===== src/rtl/uart_pkg.sv =====
// Shared UART definitions: FSM state encoding, parity modes and baud defaults.
// The receiver imports the same package.
package uart_pkg;

  typedef enum logic [2:0] {
    ST_IDLE   = 3'd0,
    ST_START  = 3'd1,
    ST_DATA   = 3'd2,
    ST_PARITY = 3'd3,
    ST_STOP   = 3'd4
  } uart_state_e;

  localparam int PARITY_NONE = 0;
  localparam int PARITY_ODD  = 1;
  localparam int PARITY_EVEN = 2;

  // 100 MHz system clock / 115200 baud
  localparam int CLKS_PER_BIT_115200_100MHZ = 868;

  // Even parity is the XOR of the data bits; odd parity is its inverse.
  function automatic logic parity_bit(input logic data_xor, input int mode);
    return (mode == PARITY_ODD) ? ~data_xor : data_xor;
  endfunction

endpackage


===== src/rtl/uart_baud_tick.sv =====
// Bit-period timer: while enabled, emits a one-cycle tick every CLKS_PER_BIT
// clocks. Held at zero while disabled, so every enable rise restarts a full period.
module uart_baud_tick
  import uart_pkg::*;
#(
  parameter int CLKS_PER_BIT = CLKS_PER_BIT_115200_100MHZ
) (
  input  logic clk_i,
  input  logic rst_i,
  input  logic en_i,
  output logic tick_o
);

  localparam int CNT_W = (CLKS_PER_BIT > 1) ? $clog2(CLKS_PER_BIT) : 1;
  localparam logic [CNT_W-1:0] CNT_MAX = CNT_W'(CLKS_PER_BIT - 1);

  logic [CNT_W-1:0] cnt_q, cnt_d;

  // Count 0..CLKS_PER_BIT-1 and wrap; clear whenever disabled.
  always_comb begin
    cnt_d = cnt_q + CNT_W'(1);
    if (!en_i || (cnt_q == CNT_MAX)) begin
      cnt_d = '0;
    end
  end

  // Counter register.
  always_ff @(posedge clk_i) begin
    if (rst_i) begin
      cnt_q <= '0;
    end else begin
      cnt_q <= cnt_d;
    end
  end

  assign tick_o = en_i && (cnt_q == CNT_MAX);

endmodule


===== src/rtl/uart_tx_core.sv =====
// UART transmitter: one-entry holding register behind a valid/ready handshake
// feeding a start/data/parity/stop serialiser. A byte queued during a frame
// starts the next frame straight out of the stop bit(s), with no idle gap.
module uart_tx_core
  import uart_pkg::*;
#(
  parameter int CLKS_PER_BIT = CLKS_PER_BIT_115200_100MHZ,
  parameter int DATA_BITS    = 8,
  parameter int PARITY       = PARITY_NONE,
  parameter int STOP_BITS    = 1
) (
  input  logic                 CLK_100MHz,
  input  logic                 Reset,
  input  logic [DATA_BITS-1:0] TxData,
  input  logic                 TxValid,
  output logic                 TxReady,
  output logic                 Tx,
  output logic                 TxBusy
);

  localparam logic [2:0] LAST_DATA = 3'(DATA_BITS - 1);
  localparam logic [2:0] LAST_STOP = 3'(STOP_BITS - 1);

  uart_state_e          state_q;
  logic                 tx_q;
  logic                 busy_q;
  logic                 ready_q;
  logic                 full_q, full_d;
  logic                 par_q;
  logic [2:0]           bit_cnt_q;
  logic [DATA_BITS-1:0] hold_q;
  logic [DATA_BITS-1:0] shift_q;

  logic tick;
  logic accept;
  logic frame_end;
  logic load;

  uart_baud_tick #(
    .CLKS_PER_BIT(CLKS_PER_BIT)
  ) u_baud (
    .clk_i (CLK_100MHz),
    .rst_i (Reset),
    .en_i  (state_q != ST_IDLE),
    .tick_o(tick)
  );

  assign accept    = TxValid && ready_q;
  assign frame_end = (state_q == ST_STOP) && tick && (bit_cnt_q == LAST_STOP);
  // The holding register drains into the shifter either from IDLE or
  // directly at the end of the last stop bit (back-to-back frames).
  assign load      = full_q && ((state_q == ST_IDLE) || frame_end);

  // Holding-register occupancy: accept and load are mutually exclusive
  // because accept needs the register empty and load needs it full.
  always_comb begin
    full_d = full_q;
    if (load)   full_d = 1'b0;
    if (accept) full_d = 1'b1;
  end

  // Frame sequencer with registered line, busy and ready outputs.
  always_ff @(posedge CLK_100MHz) begin
    if (Reset) begin
      state_q   <= ST_IDLE;
      tx_q      <= 1'b1;
      busy_q    <= 1'b0;
      full_q    <= 1'b0;
      ready_q   <= 1'b1;
      bit_cnt_q <= 3'd0;
    end else begin
      full_q  <= full_d;
      ready_q <= ~full_d;
      case (state_q)
        ST_IDLE: begin
          if (load) begin
            state_q   <= ST_START;
            tx_q      <= 1'b0;
            busy_q    <= 1'b1;
            bit_cnt_q <= 3'd0;
          end
        end
        ST_START: begin
          if (tick) begin
            state_q   <= ST_DATA;
            tx_q      <= shift_q[0];
            bit_cnt_q <= 3'd0;
          end
        end
        ST_DATA: begin
          if (tick) begin
            if (bit_cnt_q == LAST_DATA) begin
              bit_cnt_q <= 3'd0;
              if (PARITY != PARITY_NONE) begin
                state_q <= ST_PARITY;
                tx_q    <= par_q;
              end else begin
                state_q <= ST_STOP;
                tx_q    <= 1'b1;
              end
            end else begin
              bit_cnt_q <= bit_cnt_q + 3'd1;
              tx_q      <= shift_q[1];
            end
          end
        end
        ST_PARITY: begin
          if (tick) begin
            state_q   <= ST_STOP;
            tx_q      <= 1'b1;
            bit_cnt_q <= 3'd0;
          end
        end
        ST_STOP: begin
          if (tick) begin
            if (bit_cnt_q == LAST_STOP) begin
              bit_cnt_q <= 3'd0;
              if (full_q) begin
                state_q <= ST_START;
                tx_q    <= 1'b0;
              end else begin
                state_q <= ST_IDLE;
                tx_q    <= 1'b1;
                busy_q  <= 1'b0;
              end
            end else begin
              bit_cnt_q <= bit_cnt_q + 3'd1;
            end
          end
        end
        default: begin
          state_q <= ST_IDLE;
          tx_q    <= 1'b1;
          busy_q  <= 1'b0;
        end
      endcase
    end
  end

  // Data path: capture on accept, move to the shifter on load (parity is
  // computed once per byte here), shift right as each data bit completes.
  always_ff @(posedge CLK_100MHz) begin
    if (accept) begin
      hold_q <= TxData;
    end
    if (load) begin
      shift_q <= hold_q;
      par_q   <= parity_bit(^hold_q, PARITY);
    end else if ((state_q == ST_DATA) && tick) begin
      shift_q <= shift_q >> 1;
    end
  end

  assign TxReady = ready_q;
  assign Tx      = tx_q;
  assign TxBusy  = busy_q;

endmodule


===== config.mk =====
export PLATFORM = sky130hd
export DESIGN_NAME = uart_tx_core
export DESIGN_NICKNAME = d
export VERILOG_FILES = /design/src/rtl/uart_pkg.sv /design/src/rtl/uart_baud_tick.sv /design/src/rtl/uart_tx_core.sv
export SDC_FILE = /design/constraint.sdc
export NUM_CORES = 1
export LEC_CHECK = 0
export ABC_CLOCK_PERIOD_IN_PS = 3610
export BUFFER_PORTS_ARGS = -buffer_cell sky130_fd_sc_hd__buf_2
export CORE_MARGIN = 1
export CORE_UTILIZATION = 54
export DETAILED_ROUTE_END_ITERATION = 10
export GPL_ROUTABILITY_DRIVEN = 0
export PLACE_DENSITY = 0.73
export SLEW_MARGIN = 10
export SYNTH_ARGS = -nofsm -noshare
export SYNTH_HDL_FRONTEND = slang
export SYNTH_SLANG_ARGS = --single-unit

===== constraint.sdc =====
create_clock -name CLK_100MHz -period 3.61 [get_ports CLK_100MHz]
set_input_delay 0.5415 -clock CLK_100MHz [delete_from_list [all_inputs] [get_ports CLK_100MHz]]
set_output_delay 0.5415 -clock CLK_100MHz [all_outputs]
set_load 0.02 [all_outputs]

=== Word-level counts from Yosys, hierarchy flattened ===
Cells that the tools add are included.

* Register bits after elaboration: 36
* Output and inout port bits: 3
* Logic and storage cells: 83
* Input bits: 11

* Bitwise gates (word level): 2
* $add $sub $neg: 2
* Equal/unequal tests: 15
* Multiplexer cells: 34
* Reductions and logical operators: 21

{| class="wikitable"
|+ Operators with widths
! kind !! count
|-
| $mux 3 || 13
|-
| $mux 8 || 2
|-
| $mux 1 || 15
|-
| $pmux 3 s5 || 1
|-
| $ne 2x2->1 const B || 7
|-
| $pmux 3 s4 || 1
|-
| $add 10x1->10 const B || 1
|-
| $eq 10x10->1 const B || 1
|-
| $reduce_and 5->1 || 2
|-
| $reduce_and 7->1 || 1
|-
| $eq 3x2->1 const B || 2
|-
| $eq 3x3->1 const B || 2
|-
| $logic_and 1x1->1 || 6
|-
| $logic_not 3->1 || 2
|-
| $reduce_and 6->1 || 1
|-
| $pmux 1 s5 || 1
|-
| $ne 2x1->1 const B || 2
|-
| $reduce_bool 4->1 || 1
|-
| $reduce_or 2->1 || 2
|-
| $add 3x1->3 const B || 1
|-
| $eq 3x1->1 const B || 1
|-
| $pmux 1 s3 || 1
|-
| $reduce_bool 3->1 || 1
|-
| $reduce_or 3->1 || 1
|-
| other kinds (4) || 6
|}

=== Longest topological paths before layout ===
Gate-level depths: netlist of run 1.

* Depth after elaboration: 9
* Depth in mapped cells: 7

=== Cells and area by module ===
A second synthesis of run 1 with hierarchy kept.

* Cells, all modules: 160
* Area total of the unflattened synthesis: 1702.9 um^2

{| class="wikitable"
|+ Modules (own cells, without submodules)
! module !! instances !! area an instance (um^2) !! sequential area each (um^2) !! cells each
|-
| uart_tx_core || 1 || 1234.9 || 680.7 || 104
|-
| uart_baud_tick || 1 || 467.9 || 200.2 || 56
|}

=== Least setup slack after synthesis of run 1 ===
No wires, ideal clock.

* Path type: flip-flop to flip-flop
* Start: register u_baud.cnt_q[0]
* End: register shift_q[0], enable pin
* Setup slack: 1.535 ns
* Cell stages (with the launch flop): 6
* Setup time: 0.375 ns
* Period minus slack after synthesis: 2.075 ns
* Arrival time: 1.700 ns
* Cell sequence: dfxtp_1 ha_1 and4b_4 nand4_4 o32a_1 a21oi_1

* Word-level cells in the longest chain between the ends: 7
* Elaborated cells between the ends (all ways): 8

{| class="wikitable"
|+ Ends and longest elaborated chain
! what !! RTL line !! RTL
|-
| start, declared || uart_baud_tick.sv:17 || <nowiki>logic [CNT_W-1:0] cnt_q, cnt_d;</nowiki>
|-
| start signal, assigned || uart_baud_tick.sv:32 || <nowiki>cnt_q <= cnt_d;</nowiki>
|-
| $eq 10x10->1 * || uart_baud_tick.sv:36 || <nowiki>assign tick_o = en_i && (cnt_q == CNT_MAX);</nowiki>
|-
| $logic_and 1x1->1 * || uart_baud_tick.sv:36 ||
|-
| $logic_and 1x1->1 (2 in a row) || uart_tx_core.sv:49 || <nowiki>assign frame_end = (state_q == ST_STOP) && tick && (bit_cnt_q == LAST_STOP);</nowiki>
|-
| $logic_or 1x1->1 || uart_tx_core.sv:52 || <nowiki>assign load = full_q && ((state_q == ST_IDLE) || frame_end);</nowiki>
|-
| $logic_and 1x1->1 || uart_tx_core.sv:52 ||
|-
| $reduce_bool 2->1 (no source line) * || -- ||
|-
| end signal, assigned || uart_tx_core.sv:147 || <nowiki>shift_q <= hold_q;</nowiki>
|-
| end signal, assigned || uart_tx_core.sv:150 || <nowiki>shift_q <= shift_q >> 1;</nowiki>
|-
| end, declared || uart_tx_core.sv:32 || <nowiki>logic [DATA_BITS-1:0] shift_q;</nowiki>
|}

Mark *: on every way between the ends. The rest lies on a longest branch, timed or not.
A chain may end at the register's enable or synchronous reset.

=== Worst setup path after layout of run 1 ===
* Start: register u_baud.cnt_q[0]
* End: register shift_q[1], enable pin

Same word-level chain as after synthesis.

==> results of run 1 <==
==> layout make-up <==
cell class / instances / area [um2] / share of cell area [%]
multi-input cells: 101 / 753.2 / 41.01
flip-flops and latches: 36 / 880.8 / 47.96
clock inverters: 2 / 35.03 / 1.907
inverters: 6 / 22.52 / 1.226
repair buffers: 13 / 65.06 / 3.542
well taps: 31 / 38.79 / 2.112
clock buffers: 6 / 41.29 / 2.248
==> power by group <==
part | internal (uW) | leakage (uW) | switching [uW]
Combinational | 31.0 | 0.000336 | 32.1
Sequential | 446 | 0.000313 | 9.52
Clock | 145 | 0.0000422 | 129
Total | 622 | 0.000691 | 171
==> path summary, 6_finish.rpt <==
path	endpoint
min	hold_q[5]$_DFFE_PP_
max reg2reg	shift_q[1]$_DFFE_PP_
min reg2reg	bit_cnt_q[1]$_SDFFE_PP0P_
max	shift_q[1]$_DFFE_PP_
==> stage by stage <==
step                setup slack, ns  std cells  utilization [%]
finish                        1.250        195            64.39
global route                  1.110        195            64.39
CTS                           1.232        195            64.39
detailed placement            1.278        187            61.71
global placement              1.379        187            61.71
floorplan                     1.535        150                -
==> metal layers <==
layer	track usage, %	up-vias
li1	-	568
met2	30.21	17
met5	0	-
met4	9.524	0
met1	23.97	528
met3	4.688	6
==> cell usage in the layout (no fill, tap or decap), types with 3 or more instances in the layout <==
master / instances
a21oi_1: 5
buf_2: 13
clkbuf_4: 5
dfxtp_1: 20
edfxtp_1: 16
ha_1: 4
inv_1: 6
mux2_4: 7
mux2i_1: 4
nand2_1: 3
nand2b_1: 6
nand3_1: 6
nand4_1: 3
nor2_1: 19
o21ai_0: 3
or3_1: 3
xor2_1: 6
==> registers in the layout, summed over array words and instances, names as in the netlist <==
signal        count
Tx                1
TxReady           1
shift_q           8
u_baud.cnt_q     10
state_q           3
full_q            1
TxBusy            1
hold_q            8
bit_cnt_q         3
==> logic make-up after synthesis <==
group / after synthesis
fa+ha+maj: 4
simple gates: 57
compound gates: 21
flops: 36
xor+xnor: 8
buf+inv: 13
mux: 11
==> worst max-delay path, cell delays in order (launching register included) <==
cell and delay (ns):
dfxtp_1 0.40, ha_1 0.23, and4b_4 0.31, nand4_4 0.14, o32a_1 0.31, a21oi_1 0.60
==> metrics.txt, run 1 <==
status finished, final reports clean; Layout Nets 178; Cells after Synth 150; RSZ-0062 raised after global routing false; I/O pins 14; width of the die 58.01 um; final clock skew 0.01558 ns; Top Metal Used met4; Post-synth ARST share 0%; Final Setup Violations 0; Final Cell Area 1837 um2; Starting Density 59.39%; post-synthesis sequential area ratio 51.99%; met2 wire length 1309 um; FILL cells 231; clk buf depth 2; Via-to-Cell Ratio 5.738; multiplexer share of the synthesized area 8.567%; Compound-Gate Fraction of Synth Area 8.567%; CP Data Required Time 3.57 ns; worst vdd ir 0.2751 mV; top post-synthesis cells by count dfxtp_1 (20), nor2_1 (19), edfxtp_1 (16); top cell type's share of synthesized area 28.36%; Iter 0 DRT Violations 69; site row count 19; CTS Buf Count 5; # diodes 0; Overflow after GRT 0; Hold Crit Start TxData[5]; Root Buffer clkbuf_4; Met3 Wirelength 84 um; Sink Count 36; number of global-route vias before repair 1,067; critical-path maximum fanout 8; routed via count 1,119; total wire length 2660 um; Syn Area/Cell 11.29 um2; initial antenna violation count 0; Min-Delay Path Class in2reg; clk_lat worst skew 0.34 ns; PortBufs 13; Cell Area, Placed 1760 um2; Simple-Gate Fraction of Synth Area 20.24%; layout cells sized above 1 20.12%; residual DRC count 0; Total GRT Usage 18.91%; core area 2853 um2; area of the mapped netlist 1694 um2; HPWL Detailed 1945 um; Hold Path Stages 1; cts hold-fix bufs 0; CP startpoint u_baud.cnt_q[0]$_SDFF_PP0_; R2R Setup Slk 1.25 ns; Max Slew Vio Count 0; Leak 0.0006910 uW; most used flip-flop cell after synthesis dfxtp_1; most common cell in the netlist dfxtp_1; Reg-to-Reg Start u_baud.cnt_q[0]$_SDFF_PP0_; H-tree Lvls 2; Post-Synth Adder-Cell Area 2.954%; crit path kind reg2reg; Slew @ Worst Pin 0.7347 ns; clock-pin slew on the worst setup and hold paths 0.12 ns; max frequency 0.4237 GHz; crit path DAT 2.32 ns; first-pass GRT wire length 4733 um; Syn. warnings 0; dominant cell type by area after synthesis edfxtp_1; Pwr Total 793.0 uW; Slew HR 51.02%; largest net degree at the start of global routing 16; Hold WS 0.3761 ns; Post-Synth XOR/XNOR Area 4.136%; Post-Route M1 WL 1233 um; Final Hold Vio Count 0; Routed Antenna Nets 0; Final period util 65.37%; CTS tree done; Avg WL per Cell 13.64 um; Post-CTS Setup Inserts 0; die height 58.01 um; Yosys reg bits 36; Post-synth EDFFs 16; number of max-cap violations 0; First-pass DRT Iterations 4; fin crit period 2.360 ns; synth top area cells edfxtp_1 (28%), dfxtp_1 (24%), mux2_4 (6.2%); Sum Neg Setup Slack 0 ns; crit path capture type flip-flop; crit start category flip-flop; main combinational cell family by area after synthesis simple AND/OR/NAND/NOR gates; post-CTS resize count 0; die area 3365 um2; count of unique library cells instantiated by Yosys 44; area grow syn2layout 8.419%; Reg2Reg Depth 5; post-synth net total 165; PwrDens 431.8 nW/um2
(Power assumes the default switching activity.)
==> run 2: changes to the inputs <==
--- a/config.mk
+++ b/config.mk
@@ -5,7 +5,7 @@
 export SDC_FILE = /design/constraint.sdc
 export NUM_CORES = 1
 export LEC_CHECK = 0
-export ABC_CLOCK_PERIOD_IN_PS = 3610
+export ABC_CLOCK_PERIOD_IN_PS = 2200
 export BUFFER_PORTS_ARGS = -buffer_cell sky130_fd_sc_hd__buf_2
 export CORE_MARGIN = 1
 export CORE_UTILIZATION = 54
==> constraint.sdc (replaced) <==
create_clock -name CLK_100MHz -period 2.2 [get_ports CLK_100MHz]
set_input_delay 0.33 -clock CLK_100MHz [delete_from_list [all_inputs] [get_ports CLK_100MHz]]
set_output_delay 0.33 -clock CLK_100MHz [all_outputs]
set_load 0.02 [all_outputs]
==> run 2 against run 1 <==
Net effect: setup slack lost 1.1 ns; sequential share of layout area shrank 0.39 points; worst hold slack got worse by 0.22 ns; die area is the same; non-clock buffer count grew 2; critical path type unchanged; largest power group unchanged.
==> metrics.txt, run 2 (synthesis gave the netlist of run 1 again) <==
status finished, final reports clean; routed via count 1,141; Pwr Total 1310 uW; layout cells sized above 1 21.08%; Largest register FFs 10; CP Data Required Time 2.30 ns; fin crit period 2.020 ns; first-pass GRT wire length 4933 um; clock-pin slew on the worst setup and hold paths 0.10 ns; Slew HR 69.31%; Hold Crit Start TxData[0]; width of the die 58.01 um; Final Hold Vio Count 0; fin util 64.91%; # diodes 0; Net Sw Power 287.8 uW; Final Setup Violations 0; worst vdd ir 0.4169 mV; Final period util 91.82%; clk buf depth 2; CTS tree done; die area 3365 um2; most common cell after layout, fill and taps aside dfxtp_1; WP buf/inv 0; Layout Nets 180; Max Slew Vio Count 0; max incr delay on CP 0.38 ns; Routed Antenna Nets 0; Overflow after GRT 0; die height 58.01 um; clk_lat worst skew 0.35 ns; First-pass DRT Iterations 4; number of max-cap violations 0; worst-path cell chain ha_1, and4b_4, nand4_4, a21o_1, mux2_4; number of global-route vias before repair 1,105; Hold Path Stages 1; crit path kind reg2reg; crit path capture type flip-flop; I/O pins 14; Avg WL per Cell 14.54 um; Starting Density 59.39%; cts hold-fix bufs 0; Post-CTS Setup Inserts 0; largest net degree at the start of global routing 16; crit path DAT 2.12 ns; Reg-to-Reg Start u_baud.cnt_q[0]$_SDFF_PP0_; HPWL Detailed 2069 um; area grow syn2layout 9.306%; largest delay contributor family on the critical path simple AND/OR/NAND/NOR gates; R2R Setup Slk 0.18 ns; PwrDens 707.5 nW/um2; post-CTS resize count 0; initial antenna violation count 0; most frequent cells in the layout dfxtp_1 (20), nor2_1 (19), edfxtp_1 (16), buf_2 (13), mux2_4 (7); Min-Delay Path Class in2reg; sequential share of power 57.1%; H-tree Lvls 2; Via-to-Cell Ratio 5.792; worst slack, placed 0.1868 ns; critical-path maximum fanout 9; WP depth 5; largest registers u_baud.cnt_q x10, hold_q x8, shift_q x8; Root Buffer clkbuf_4; Sink Count 36; part of the power in the clock network 34.7%; residual DRC count 0; slowest CP cell dfxtp_1; end of the worst hold path hold_q[0]$_DFFE_PP_; PortBufs 13; Reg2Reg Depth 5; CTS Buf Count 5; FILL cells 226; core area 2853 um2; area occupied by multi-input gates 753.2 um2; switch share 21.97%; final clock skew 0.01048 ns; Iter 0 DRT Violations 49; R2R Path End shift_q[2]$_DFFE_PP_; Slew @ Worst Pin 0.4604 ns; Leak 0.0007017 uW; Comb pwr share 8.2%; site row count 19; Biggest register u_baud.cnt_q; RSZ-0062 raised after global routing false; setup ws final 0.1799 ns; Total GRT Usage 20.10%; crit start category flip-flop; max frequency 0.4950 GHz; total wire length 2865 um; Sequential Area 880.8 um2; Cell Int Power 1022 uW; Sum Neg Setup Slack 0 ns
## run 2: cell count changes in the layout (fill, tap and decap cells not counted)
cell / delta
buf_4: +2
## run 2: cell type report
cell class                      instances  share of cell area, %
Sequential cell                        36                  47.57
Multi-Input combinational cell        101                  40.68
Timing Repair Buffer                   15                  4.324
Clock buffer                            6                  2.230
Tap cell                               31                  2.095
Clock inverter                          2                  1.892
Inverter                                6                  1.216
## run 2: how the worst max path moves through the flow
stage | endpoint | slack [ns] | startpoint
4_1_cts | shift_q[2]$_DFFE_PP_ | 0.18 | u_baud.cnt_q[0]$_SDFF_PP0_
6_report | shift_q[2]$_DFFE_PP_ | 0.18 | u_baud.cnt_q[0]$_SDFF_PP0_
3_3_place_gp | shift_q[4]$_DFFE_PP_ | 0.28 | u_baud.cnt_q[0]$_SDFF_PP0_
5_1_grt | shift_q[2]$_DFFE_PP_ | 0.08 | u_baud.cnt_q[0]$_SDFF_PP0_
2_1_floorplan | shift_q[0]$_DFFE_PP_ | 0.12 | u_baud.cnt_q[0]$_SDFF_PP0_
3_5_place_dp | shift_q[2]$_DFFE_PP_ | 0.19 | u_baud.cnt_q[0]$_SDFF_PP0_
## run 2: power groups by stage
stage	clock network [uW]	registers, uW	logic (uW)
2_1_floorplan	0	762	79.3
3_3_place_gp	0	762	103
3_5_place_dp	0	764	107
4_1_cts	462	748	108
5_1_grt	486	752	118
6_report	454	748	108
## run 2: stage by stage
stage                     area (um2)  instances  hold slack, ns
final                           1852        197          0.1575
after global routing            1852        197          0.1388
after CTS                       1852        197          0.1509
after detailed placement        1775        189          0.4476
after global placement          1775        189          0.4391
after floorplan                 1694        150          0.4260
## run 2: worst register-to-register path, stage by stage (launching register included)
cell and delay (ns):
dfxtp_1 0.38, ha_1 0.22, and4b_4 0.30, nand4_4 0.14, a21o_1 0.37, mux2_4 0.36
## run 2: metal layers
layer	GRT usage, %	wire (um)	vias up
li1	-	-	571
met1	23.32	1322	543
met2	33.66	1399	20
met3	6.027	89	7
met4	10.20	53	0
met5	0	0	-
==> run 3: changes to the inputs <==
--- a/config.mk
+++ b/config.mk
@@ -7,11 +7,13 @@
 export LEC_CHECK = 0
 export ABC_CLOCK_PERIOD_IN_PS = 2200
 export BUFFER_PORTS_ARGS = -buffer_cell sky130_fd_sc_hd__buf_2
+export CELL_PAD_IN_SITES_DETAIL_PLACEMENT = 1
+export CELL_PAD_IN_SITES_GLOBAL_PLACEMENT = 1
 export CORE_MARGIN = 1
-export CORE_UTILIZATION = 54
+export CORE_UTILIZATION = 46
 export DETAILED_ROUTE_END_ITERATION = 10
 export GPL_ROUTABILITY_DRIVEN = 0
-export PLACE_DENSITY = 0.73
+export PLACE_DENSITY_LB_ADDON = 0.1
 export SLEW_MARGIN = 10
 export SYNTH_ARGS = -nofsm -noshare
 export SYNTH_HDL_FRONTEND = slang
==> run 3 against run 2 <==
Net effect: sequential cell count unchanged; total power is 0.45% lower; critical path type unchanged; count of clock-buffer cells in the layout unchanged; utilization down 10 points; die area is 17% higher; register-to-register slack about the same; first-iteration DRC count grew 33%; maximum frequency increased by 0.25%; largest cell class unchanged.
==> metrics.txt, run 3 (synthesis gave the netlist of run 1 again) <==
status finished, final reports clean; part of the power in the clock network 34.1%; cts hold-fix bufs 0; Comb pwr share 8.8%; Slew @ Worst Pin 0.4801 ns; R2R Path End shift_q[5]$_DFFE_PP_; CTS Buf Count 5; HPWL Detailed 2330 um; crit start category flip-flop; PwrDens 691.6 nW/um2; Net Sw Power 298.4 uW; Total GRT Usage 18.23%; fin util 54.78%; R2R Setup Slk 0.18 ns; Sink Count 36; number of max-cap violations 0; Sum Neg Setup Slack 0 ns; fin crit period 2.015 ns; largest registers u_baud.cnt_q x10, hold_q x8, shift_q x8; die height 62.69 um; critical-path maximum fanout 9; PortBufs 13; Overflow after GRT 0; total wire length 3106 um; die area 3929 um2; width of the die 62.69 um; Reg-to-Reg Start u_baud.cnt_q[0]$_SDFF_PP0_; Cell Int Power 1006 uW; # diodes 0; Final Hold Vio Count 0; number of global-route vias before repair 1,173; switch share 22.88%; Leak 0.0007036 uW; area grow syn2layout 11.30%; Root Buffer clkbuf_8; clock-pin slew on the worst setup and hold paths 0.07 ns; Finished Layout Cells 213; initial antenna violation count 0; Post-CTS Setup Inserts 0; end of the worst hold path hold_q[6]$_DFFE_PP_; CTS tree done; I/O pins 14; final clock skew 0.004311 ns; Biggest register u_baud.cnt_q; core area 3442 um2; First-pass DRT Iterations 4; Avg WL per Cell 14.58 um; Final period util 91.59%; Final Setup Violations 0; first-pass GRT wire length 5347 um; Largest register FFs 10; CP Data Required Time 2.24 ns; routed via count 1,150; Routed Antenna Nets 0; H-tree Lvls 2; most common cell after layout, fill and taps aside dfxtp_1; Reg2Reg Depth 5; max frequency 0.4963 GHz; RSZ-0062 raised after global routing false; clk_lat worst skew 0.29 ns; largest net degree at the start of global routing 16; Hold Path Stages 1; Max Slew Vio Count 0; post-CTS resize count 0; crit path DAT 2.05 ns; Starting Density 49.22%; Layout Nets 181; Via-to-Cell Ratio 5.399; sequential share of power 57.1%; worst slack, placed 0.1821 ns; residual DRC count 0; clk buf depth 2; Slew HR 67.99%; crit path kind reg2reg; placed cells 205; Min-Delay Path Class in2reg; Hold Crit Start TxData[6]; setup ws final 0.1850 ns; Iter 0 DRT Violations 65; most frequent cells in the layout dfxtp_1 (20), nor2_1 (19), edfxtp_1 (16), buf_2 (13), mux2_4 (7); site row count 21; crit path capture type flip-flop; worst vdd ir 0.4748 mV; layout cells sized above 1 20.96%
-- run 3: how the worst max path moves through the flow --
stage | from | end | slack, ns | depth (start not counted)
after floorplan | u_baud.cnt_q[0]$_SDFF_PP0_ | shift_q[0]$_DFFE_PP_ | 0.12 | 5
after global placement | u_baud.cnt_q[0]$_SDFF_PP0_ | shift_q[3]$_DFFE_PP_ | 0.27 | 5
after detailed placement | u_baud.cnt_q[0]$_SDFF_PP0_ | shift_q[5]$_DFFE_PP_ | 0.18 | 5
after CTS | u_baud.cnt_q[0]$_SDFF_PP0_ | shift_q[5]$_DFFE_PP_ | 0.18 | 5
after global routing | u_baud.cnt_q[0]$_SDFF_PP0_ | shift_q[1]$_DFFE_PP_ | 0.05 | 5
final | u_baud.cnt_q[0]$_SDFF_PP0_ | shift_q[5]$_DFFE_PP_ | 0.18 | 5
-- run 3: routing by layer --
metal	part of all wire, %	up-vias	global-route usage [%]
met5	0	-	0
met4	0.58	0	9.593
met3	3.6	2	4.927
met2	50	16	29.76
met1	46	563	21.85
li1	-	569	-
-- run 3: power groups by stage --
stage / clock network (uW) / logic (uW) / registers (uW)
2_1_floorplan: 0 / 79.3 / 762
3_3_place_gp: 0 / 111 / 758
3_5_place_dp: 0 / 116 / 759
4_1_cts: 472 / 116 / 744
5_1_grt: 490 / 127 / 747
6_report: 445 / 115 / 744
-- run 3: worst max-delay path: stages, from the launching register on --
cell	delay, ns
dfxtp_1	0.37
ha_1	0.23
and4b_4	0.31
nand4_4	0.14
a21o_1	0.37
mux2_4	0.35
-- run 3: stage by stage --
step	hold slack (ns)	power, uW	area (um2)
after floorplan	0.4260	841.5	1694
after global placement	0.4384	868.8	1802
after detailed placement	0.4563	874.6	1802
after CTS	0.1972	1332	1886
after global routing	0.2018	1363	1886
final	0.2124	1304	1886
-- run 3: cell type report --
class                      instances  area, um2
fill                             369       1556
sequential                        36      880.8
multi-input combinational        101      753.2
timing repair buffer              16      87.58
clock buffer                       6      72.57
tap                               46      57.56
inverter                           6      22.52
clock inverter                     2      11.26
